===== config.mk =====
export PLATFORM = sky130hd
export DESIGN_NAME = systolic_array_nxn_flat
export DESIGN_NICKNAME = d
export VERILOG_FILES = /design/src/rtl/systolic_pkg.sv /design/src/rtl/systolic_array_nxn_if.sv /design/src/rtl/systolic_array_nxn_pe.sv /design/src/rtl/systolic_array_nxn.sv /design/src/flat_wrapper.sv
export SDC_FILE = /design/constraint.sdc
export NUM_CORES = 2
export LEC_CHECK = 0
export BUFFER_PORTS_ARGS = -buffer_cell sky130_fd_sc_hd__buf_4
export CORE_MARGIN = 2
export CORE_UTILIZATION = 50
export CTS_CLUSTER_SIZE = 8
export DETAILED_ROUTE_END_ITERATION = 12
export PLACE_DENSITY = 0.66
export SYNTH_ARGS = -nofsm -noshare
export SYNTH_HDL_FRONTEND = slang
export SYNTH_SLANG_ARGS = --single-unit

===== constraint.sdc =====
create_clock -name clk -period 21.7 [get_ports clk]
set_clock_uncertainty 0.15 [all_clocks]
set_input_delay 2.17 -clock clk [delete_from_list [all_inputs] [get_ports clk]]
set_output_delay 2.17 -clock clk [all_outputs]
set_load 0.02 [all_outputs]

===== src/rtl/systolic_pkg.sv =====
// Shared types and helpers for the N x N weight-stationary systolic array.
// Q8.8 data, FRAC_BITS fractional bits, and the column-enable mask builder.
package systolic_pkg;

    localparam int DATA_W    = 16;
    localparam int FRAC_BITS = 8;
    localparam int MAX_N     = 16;

    typedef logic signed [DATA_W-1:0] data_t;

    // Enable mask for `size` active columns, clamped to an n-column array.
    function automatic logic [MAX_N-1:0] col_mask(
        input logic [31:0] size,
        input int unsigned n
    );
        logic [MAX_N-1:0] m;
        m = '0;
        for (int unsigned i = 0; i < MAX_N; i++) begin
            m[i] = (i < n) && (i < size);
        end
        return m;
    endfunction

endpackage


===== src/rtl/systolic_array_nxn_if.sv =====
// Bus between the unified-buffer read path and the systolic array.
// master drives activations/weights/controls; slave is the array.
interface systolic_array_nxn_if #(
    parameter int N          = 2,
    parameter int DATA_W     = 16,
    parameter int COL_SIZE_W = 16
);
    import systolic_pkg::*;

    logic [N*DATA_W-1:0]   sys_data_in;
    logic                  sys_start;
    logic [N*DATA_W-1:0]   sys_weight_in;
    logic [N-1:0]          sys_accept_w;
    logic                  sys_switch_in;
    logic [COL_SIZE_W-1:0] ub_rd_col_size_in;
    logic                  ub_rd_col_size_valid_in;
    logic [N*DATA_W-1:0]   sys_data_out;
    logic [N-1:0]          sys_valid_out;

    modport master (
        output sys_data_in,
        output sys_start,
        output sys_weight_in,
        output sys_accept_w,
        output sys_switch_in,
        output ub_rd_col_size_in,
        output ub_rd_col_size_valid_in,
        input  sys_data_out,
        input  sys_valid_out
    );

    modport slave (
        input  sys_data_in,
        input  sys_start,
        input  sys_weight_in,
        input  sys_accept_w,
        input  sys_switch_in,
        input  ub_rd_col_size_in,
        input  ub_rd_col_size_valid_in,
        output sys_data_out,
        output sys_valid_out
    );

endinterface


===== src/rtl/systolic_array_nxn_pe.sv =====
// One processing element: registered MAC with shadow/active weight pair.
// Activation/valid/switch go east; psum/weight/accept go south.
module pe #(
    parameter int DATA_W = 16
) (
    input  logic                     clk,
    input  logic                     rst,
    input  logic                     col_en_i,
    input  logic signed [DATA_W-1:0] act_i,
    input  logic                     vld_i,
    input  logic                     sw_i,
    input  logic signed [DATA_W-1:0] psum_i,
    input  logic signed [DATA_W-1:0] w_i,
    input  logic                     acc_i,
    output logic signed [DATA_W-1:0] act_o,
    output logic                     vld_o,
    output logic                     sw_o,
    output logic signed [DATA_W-1:0] psum_o,
    output logic signed [DATA_W-1:0] w_o,
    output logic                     acc_o,
    output logic                     res_vld_o
);
    import systolic_pkg::*;

    logic signed [DATA_W-1:0]   act_q;
    logic                       vld_q;
    logic                       sw_q;
    logic signed [DATA_W-1:0]   psum_q;
    logic signed [DATA_W-1:0]   psum_d;
    logic signed [DATA_W-1:0]   w_q;
    logic                       acc_q;
    logic                       rvld_q;
    logic signed [DATA_W-1:0]   shadow_q;
    logic signed [DATA_W-1:0]   shadow_d;
    logic signed [DATA_W-1:0]   active_q;
    logic signed [DATA_W-1:0]   active_d;
    logic signed [DATA_W-1:0]   eff_w;
    logic signed [2*DATA_W-1:0] prod;
    logic signed [DATA_W-1:0]   prod_t;
    logic                       unused_prod;

    // A switch arriving with the data uses the freshly copied weight.
    always_comb begin
        eff_w    = sw_i ? shadow_q : active_q;
        prod     = act_i * eff_w;
        prod_t   = prod[FRAC_BITS +: DATA_W];
        psum_d   = col_en_i ? psum_i + prod_t : '0;
        shadow_d = (acc_i && col_en_i) ? w_i : shadow_q;
        active_d = sw_i ? shadow_q : active_q;
    end

    assign unused_prod = ^prod;

    always_ff @(posedge clk or posedge rst) begin
        if (rst) begin
            act_q    <= '0;
            vld_q    <= 1'b0;
            sw_q     <= 1'b0;
            psum_q   <= '0;
            w_q      <= '0;
            acc_q    <= 1'b0;
            rvld_q   <= 1'b0;
            shadow_q <= '0;
            active_q <= '0;
        end else begin
            act_q    <= act_i;
            vld_q    <= vld_i;
            sw_q     <= sw_i;
            psum_q   <= psum_d;
            w_q      <= shadow_q;
            acc_q    <= acc_i;
            rvld_q   <= vld_i & col_en_i;
            shadow_q <= shadow_d;
            active_q <= active_d;
        end
    end

    assign act_o     = act_q;
    assign vld_o     = vld_q;
    assign sw_o      = sw_q;
    assign psum_o    = psum_q;
    assign w_o       = w_q;
    assign acc_o     = acc_q;
    assign res_vld_o = rvld_q;

endmodule


===== src/rtl/systolic_array_nxn.sv =====
// N x N weight-stationary systolic MAC array: PE grid, column enable, output stage.
// Define SYSTOLIC_OUT_DESKEW_EN to align all columns of a vector at the output.
module systolic_array_nxn #(
    parameter int SYSTOLIC_ARRAY_WIDTH = 2,
    parameter int DATA_W               = 16,
    parameter int COL_SIZE_W           = 16
) (
    input logic                 clk,
    input logic                 rst,
    systolic_array_nxn_if.slave io
);
    import systolic_pkg::*;

    localparam int N = SYSTOLIC_ARRAY_WIDTH;

    logic signed [DATA_W-1:0] act_w  [N][N];
    logic signed [DATA_W-1:0] psum_w [N][N];
    logic signed [DATA_W-1:0] w_w    [N][N];
    logic                     vld_w  [N][N];
    logic                     sw_w   [N][N];
    logic                     acc_w  [N][N];
    logic                     rvld_w [N][N];

    logic [N-1:0]        col_en_q;
    logic [N-1:0]        col_en_d;
    logic [MAX_N-1:0]    mask_full;
    logic                unused_mask;
    logic [N*DATA_W-1:0] data_o;
    logic [N-1:0]        valid_o;

    always_comb begin
        mask_full = col_mask(32'(io.ub_rd_col_size_in), N);
        col_en_d  = col_en_q;
        if (io.ub_rd_col_size_valid_in) begin
            col_en_d = mask_full[N-1:0];
        end
    end

    assign unused_mask = ^mask_full;

    always_ff @(posedge clk or posedge rst) begin
        if (rst) begin
            col_en_q <= '0;
        end else begin
            col_en_q <= col_en_d;
        end
    end

    // Column 0 also carries valid/switch south so each row sees them skewed.
    for (genvar r = 0; r < N; r++) begin : g_row
        for (genvar c = 0; c < N; c++) begin : g_col
            logic signed [DATA_W-1:0] a_in;
            logic signed [DATA_W-1:0] p_in;
            logic signed [DATA_W-1:0] wt_in;
            logic                     v_in;
            logic                     s_in;
            logic                     ac_in;
            logic                     unused_pe;

            if (c == 0) begin : g_west
                assign a_in = io.sys_data_in[r*DATA_W +: DATA_W];
                if (r == 0) begin : g_corner
                    assign v_in = io.sys_start;
                    assign s_in = io.sys_switch_in;
                end else begin : g_down
                    assign v_in = vld_w[r-1][0];
                    assign s_in = sw_w[r-1][0];
                end
            end else begin : g_inner
                assign a_in = act_w[r][c-1];
                assign v_in = vld_w[r][c-1];
                assign s_in = sw_w[r][c-1];
            end

            if (r == 0) begin : g_north
                assign p_in  = '0;
                assign wt_in = io.sys_weight_in[c*DATA_W +: DATA_W];
                assign ac_in = io.sys_accept_w[c];
            end else begin : g_below
                assign p_in  = psum_w[r-1][c];
                assign wt_in = w_w[r-1][c];
                assign ac_in = acc_w[r-1][c];
            end

            pe #(
                .DATA_W(DATA_W)
            ) u_pe (
                .clk      (clk),
                .rst      (rst),
                .col_en_i (col_en_q[c]),
                .act_i    (a_in),
                .vld_i    (v_in),
                .sw_i     (s_in),
                .psum_i   (p_in),
                .w_i      (wt_in),
                .acc_i    (ac_in),
                .act_o    (act_w[r][c]),
                .vld_o    (vld_w[r][c]),
                .sw_o     (sw_w[r][c]),
                .psum_o   (psum_w[r][c]),
                .w_o      (w_w[r][c]),
                .acc_o    (acc_w[r][c]),
                .res_vld_o(rvld_w[r][c])
            );

            assign unused_pe = ^{act_w[r][c], vld_w[r][c], sw_w[r][c],
                                 w_w[r][c], acc_w[r][c], rvld_w[r][c]};
        end
    end

    for (genvar c = 0; c < N; c++) begin : g_out
`ifdef SYSTOLIC_OUT_DESKEW_EN
        localparam int D = N - 1 - c;
        if (D == 0) begin : g_direct
            assign data_o[c*DATA_W +: DATA_W] = psum_w[N-1][c];
            assign valid_o[c]                 = rvld_w[N-1][c];
        end else begin : g_dsk
            logic [DATA_W-1:0] dsk_data_q [D];
            logic              dsk_vld_q  [D];

            // Column c waits N-1-c cycles so the whole vector leaves together.
            always_ff @(posedge clk or posedge rst) begin
                if (rst) begin
                    for (int i = 0; i < D; i++) begin
                        dsk_data_q[i] <= '0;
                        dsk_vld_q[i]  <= 1'b0;
                    end
                end else begin
                    dsk_data_q[0] <= psum_w[N-1][c];
                    dsk_vld_q[0]  <= rvld_w[N-1][c];
                    for (int i = 1; i < D; i++) begin
                        dsk_data_q[i] <= dsk_data_q[i-1];
                        dsk_vld_q[i]  <= dsk_vld_q[i-1];
                    end
                end
            end

            assign data_o[c*DATA_W +: DATA_W] = dsk_data_q[D-1];
            assign valid_o[c]                 = dsk_vld_q[D-1];
        end
`else
        assign data_o[c*DATA_W +: DATA_W] = psum_w[N-1][c];
        assign valid_o[c]                 = rvld_w[N-1][c];
`endif
    end

    assign io.sys_data_out  = data_o;
    assign io.sys_valid_out = valid_o;

endmodule

===== src/flat_wrapper.sv =====
// flat-port wrapper written by rule: the top's interface ports become plain ports
module systolic_array_nxn_flat import systolic_pkg::*;
#(
    parameter int SYSTOLIC_ARRAY_WIDTH = 2,
    parameter int DATA_W               = 16,
    parameter int COL_SIZE_W           = 16
)
  (clk, rst, io_sys_data_in, io_sys_start, io_sys_weight_in, io_sys_accept_w, io_sys_switch_in, io_ub_rd_col_size_in, io_ub_rd_col_size_valid_in, io_sys_data_out, io_sys_valid_out);
  systolic_array_nxn_if #(.DATA_W(DATA_W), .COL_SIZE_W(COL_SIZE_W)) io_i ();
  input logic clk;
  input logic rst;
  input wire logic [$bits(io_i.sys_data_in)-1:0] io_sys_data_in;
  input wire logic [$bits(io_i.sys_start)-1:0] io_sys_start;
  input wire logic [$bits(io_i.sys_weight_in)-1:0] io_sys_weight_in;
  input wire logic [$bits(io_i.sys_accept_w)-1:0] io_sys_accept_w;
  input wire logic [$bits(io_i.sys_switch_in)-1:0] io_sys_switch_in;
  input wire logic [$bits(io_i.ub_rd_col_size_in)-1:0] io_ub_rd_col_size_in;
  input wire logic [$bits(io_i.ub_rd_col_size_valid_in)-1:0] io_ub_rd_col_size_valid_in;
  output wire logic [$bits(io_i.sys_data_out)-1:0] io_sys_data_out;
  output wire logic [$bits(io_i.sys_valid_out)-1:0] io_sys_valid_out;
  assign io_i.sys_data_in = io_sys_data_in;
  assign io_i.sys_start = io_sys_start;
  assign io_i.sys_weight_in = io_sys_weight_in;
  assign io_i.sys_accept_w = io_sys_accept_w;
  assign io_i.sys_switch_in = io_sys_switch_in;
  assign io_i.ub_rd_col_size_in = io_ub_rd_col_size_in;
  assign io_i.ub_rd_col_size_valid_in = io_ub_rd_col_size_valid_in;
  assign io_sys_data_out = io_i.sys_data_out;
  assign io_sys_valid_out = io_i.sys_valid_out;
  systolic_array_nxn #(.SYSTOLIC_ARRAY_WIDTH(SYSTOLIC_ARRAY_WIDTH), .DATA_W(DATA_W), .COL_SIZE_W(COL_SIZE_W)) u_core (.clk(clk), .rst(rst), .io(io_i));
endmodule

# Yosys cells after proc, flatten, opt, wreduce, memory -nomap -nowiden
# Cells that the tools add are included.
# totals
ff_bits	266
input_bits	87
output_inout_bits	34
elab_cells	47
# op_classes
n_addsub	2
n_mul	4
order_cmp	2
mux	8
n_bitwise	2
n_reduce_logical	4
# op_table
cell	n
$mux W16	8
$mul A16 B16 Y24	4
$add A16 B16 Y16	2
$lt A1 B16 Y1 const A	2
$logic_and A1 B1 Y1	4
$and A1 B1 Y1	2

# Logic depth before layout (Yosys ltp)
# logic_depth
word_depth	4
ltp_mapped	34
mapped_depth_nobuf	32

# Hierarchy
# From an unflattened synthesis, not the netlist that was laid out.
# unflattened
cells_unflattened	4317
area_unflattened_um2	42934.9
# by_module_without_submodules
module	instances	cells_per_inst	area_per_inst_um2	seq_area_each_um2
pe (u_core.g_row[0].g_col[1].u_pe ...)	2	1073	10729.0	2102.0
pe (u_core.g_row[0].g_col[0].u_pe)	1	1086	10695.3	2102.0
pe (u_core.g_row[1].g_col[1].u_pe)	1	1072	10652.7	2102.0
systolic_array_nxn	1	13	128.9	50.0

# Worst setup path after synthesis
# Ideal clock, no wire load.
# synth_path
kind	input port to flip-flop
startpoint	input io_sys_data_in[26]
endpoint	register u_core.g_row[1].g_col[0].u_pe.psum_q[15]
setup_ns	0.078
arrival_time_ns	8.866
required_time_ns	21.472
path_slack_ns	12.606
cell_stages	26
path_buffers	1
path_cell_list	clkbuf_1 nand2_1 fa_1 fa_1 fa_1 fa_1 inv_1 fa_1 inv_1 fa_1 inv_1 ha_1 a211oi_1 a311o_1 a21boi_0 o21a_1 nor2_1 ha_1 a21o_1 a21o_1 a21oi_1 o21ai_0 a2111oi_0 nor3_1 a211o_1 a21oi_1
# synth_via
elab_chain_len	3
# synth_lines
element	line_no	text
from (decl)	flat_wrapper.sv:12	input wire logic [$bits(io_i.sys_data_in)-1:0] io_sys_data_in;
$mul A16 B16 Y24	systolic_array_nxn_pe.sv:45	prod = act_i * eff_w;
$add A16 B16 Y16	systolic_array_nxn_pe.sv:47	psum_d = col_en_i ? psum_i + prod_t : '0;
$mux W16	systolic_array_nxn_pe.sv:47	
net u_core.g_row[1].g_col[0].u_pe.psum_d[15]	systolic_array_nxn_pe.sv:29	logic signed [DATA_W-1:0] psum_d;
to (signal assigned)	systolic_array_nxn_pe.sv:69	psum_q <= psum_d;
to (decl)	systolic_array_nxn_pe.sv:28	logic signed [DATA_W-1:0] psum_q;
# The timed path passes the listed nets, and every way through them passes these cells.
# A chain may end at the register's enable or synchronous reset.

# Worst setup path after layout
# layout_path
startpoint	input io_sys_data_in[23]
endpoint	register u_core.g_row[1].g_col[0].u_pe.psum_q[15]
# Same word-level chain as after synthesis.

==> flow_summary.toml <==
[run_status]
status = "complete, no violations"

[worst_hold_path]
hp-class = "reg2reg"
hold_end = "u_core.g_row[0].g_col[1].u_pe.w_o[14]$_DFF_PP0_"
worstHoldStart = "u_core.g_row[0].g_col[1].u_pe.shadow_q[14]$_DFFE_PP0P_"
hold_depth = 0

[final_layout]
final_common_cell = "inv_1"
drive_gt1_share_pct = 8.44
final_nets = 5166
final_cell_mix = "941 x inv_1, 746 x fa_1, 507 x nand2_1, 370 x and2_1, 310 x ha_1"
num_antenna_cells = 0
final_area_sq_mm = 0.0420
area_growth_pct = 7.21

[worst_setup_path]
r2r-end = "u_core.g_row[1].g_col[1].u_pe.psum_o[15]$_DFF_PP0_"
path_max_fanout = 17
crit_required_ns = 22.02
worst_r2r_startpoint = "u_core.g_row[1].g_col[0].u_pe.sw_o$_DFF_PP0_"
crit_path_end_kind = "register"
cp.arrival_ns = 9.34
startpoint_type = "input port"
crit_slowest_cell = "fa_1"
regToRegSetupSlack_ns = 12.85
critical_path.top_delay_family = "adder cells"
r2r_cells = 29
path_common_cell = "fa_1"
crit_type = "in2reg"
cp_slowest_stage_delay_ns = 0.54
critPathBufInv = 5

[synthesis]
yosysTopAreaCell = "fa_1"
synth_area_leaders = "fa_1 38%, dfrtp_1 17%, ha_1 9.9%"
ys_seq_area_share_pct = 17.0
synth-seq-cells = 266
syn-num-nets = 5142
synth_top_area_share_pct = 38.1
synth.distinct_cells = 69
synthFlopType = "dfrtp_1"
synth_edf_count = 0
synth_area_per_cell_sq_um = 9.80
yosys_warnings = 0
syn-cell-area_sq_mm = 0.0392
async_reset_ff_share_pct = 100
synthCells = 3999

[grt]
grt_pass1_vias = 28400
overflow = 0
grt_max_degree = 117
grt_pass1_wl_mm = 153
grt.total_usage_pct = 24.0
antenna_found_initial = 3

[floorplanning]
die-area_sq_mm = 0.0806
core_sq_mm = 0.0775
die_x_um = 284
io_pins = 121
core.rowCount = 102
start_util_pct = 50.6
die_y_um = 284

[timing]
max_clock_freq_ghz = 0.111
fin_setup_tns_ns = 0
slew_violations = 0
fin_crit_sh_pct = 41.6
hold_slack_ns = 0.245
worst_slack_ns = 12.67
rsz0062_at_grt = "no"
min_period_ns = 9.03
tightest_slew_ns = 1.01
hold_violations = 0
setup_viol = 0
slew_headroom_pct = 31.1

[clocking]
insertion_delay_ns = 0.56
cts_made_buffers = 40
cts_max_level = 2
clock_sinks = 266
cts_root_buf = "clkbuf_16"
cts_resized = 0
cts_hold_buf = 0
cts_setup_buffers = 0
cts.clk_slew.worst_paths_ns = 0.05
clock_path_buffers = 3
cts_tree = "built"

[routing]
wl_per_cell_um = 18.1
met3_length_mm = 5.59
num_vias = 26000
drt_iter0_markers = 1408
detail_route.first_pass.iterations = 5
ant_nets = 0
routed_via_density = 5.13
wl_met2_mm = 43.5
top_layer = "met5"
wl_met1_mm = 40.8
drc_errors = 0
wl_mm = 91.6

[placed_design]
port-buffer-count = 120
placed_area_sq_mm = 0.0409
post-dp-hpwl_mm = 72.3
place_congestion = 0.859
pre_cts_slack_ns = 12.13

[flow_run]
drv_cap = 0
-- registers in the layout, indices dropped and copies added, names as in the netlist --
signal and cells:
u_core.g_row.g_col.u_pe.w_o 32, u_core.g_row.g_col.u_pe.psum_o 64, u_core.g_row.g_col.u_pe.sw_o 2, u_core.g_row.g_col.u_pe.vld_o 2, u_core.g_row.g_col.u_pe.act_o 32, u_core.g_row.g_col.u_pe.res_vld_o 2, u_core.g_row.g_col.u_pe.shadow_q 64, u_core.col_en_q 2
u_core.g_row.g_col.u_pe.acc_o 2, u_core.g_row.g_col.u_pe.active_q 64
-- worst reg2reg max path, delay by kind of cell (launching register included) --
kind,cells,cell delay [ns]
multiplexers,1,0.59
buffers and inverters,5,0.31
flip-flops,1,0.81
adder cells (fa/ha/maj),8,3.63
AND/OR/NAND/NOR,4,0.61
XOR/XNOR,3,0.63
AO/OA/AOI/OAI,8,1.98
-- Yosys cell counts, types with 9 or more instances --
cell	instances
nor2b_1	38
xor2_1	34
nor2_1	91
inv_1	942
or2_2	23
nand2b_1	12
fa_1	746
mux2_2	117
nand2_1	507
buf_1	9
xnor2_1	119
a21oi_1	44
nor3_1	32
nand3_1	16
clkbuf_1	132
and2_1	370
a21o_1	21
and3_1	9
o21a_1	15
dfrtp_1	266
o21ai_0	32
ha_1	310
-- metrics by stage --
step,utilization (%),instances
2_1_floorplan,-,3999
3_3_place_gp,52.8,5021
3_5_place_dp,52.8,5021
4_1_cts,54.2,5070
5_1_grt,54.2,5070
6_report,54.2,5070
-- area by class of cell --
type                    instances  area (sq um)
fillers                      6983         35500
multi-input cells            2641         28400
flip-flops and latches        266          6660
inverters                     942          3540
well taps                    1040          1300
clock buffers                  45          1040
repair buffers                132           991
clock inverters                 4          85.1
-- metal layers --
| metal | vias up | track usage [%] |
|---|---|---|
| li1 | 11800 | - |
| met1 | 13400 | 33.5 |
| met2 | 688 | 39.7 |
| met3 | 129 | 3.86 |
| met4 | 2 | 5.11 |
| met5 | - | 0 |
-- how the worst max path moves through the flow --
stage / slack, ns / startpoint / endpoint / depth (start not counted)
6_report: 12.67 / io_sys_data_in[23] / u_core.g_row[1].g_col[0].u_pe.psum_o[15]$_DFF_PP0_ / 27
5_1_grt: 12.24 / io_sys_data_in[23] / u_core.g_row[1].g_col[0].u_pe.psum_o[15]$_DFF_PP0_ / 27
4_1_cts: 12.69 / io_sys_data_in[23] / u_core.g_row[1].g_col[0].u_pe.psum_o[15]$_DFF_PP0_ / 27
3_5_place_dp: 12.13 / io_sys_data_in[23] / u_core.g_row[1].g_col[0].u_pe.psum_o[15]$_DFF_PP0_ / 27
3_3_place_gp: 12.21 / io_sys_data_in[23] / u_core.g_row[1].g_col[0].u_pe.psum_o[15]$_DFF_PP0_ / 27
2_1_floorplan: 12.05 / rst / u_core.col_en_q[0]$_DFFE_PP0P_ / 1
-- kinds of logic after synthesis --
kind of cell               after synthesis  share of synthesized area (%)
muxes                                  128                           3.70
and+or+nand+nor                       1126                           14.2
AOI/OAI and AO/OA                      178                           3.14
xor gates and xnor gates               153                           3.42
adders and majority gates             1056                           48.0
DFF                                    266                           17.0
buffers and inverters                 1092                           10.6
Power is left out: the tool's default activity adds up to more than one toggle a clock period on the data nets, which glitch-free logic cannot reach.
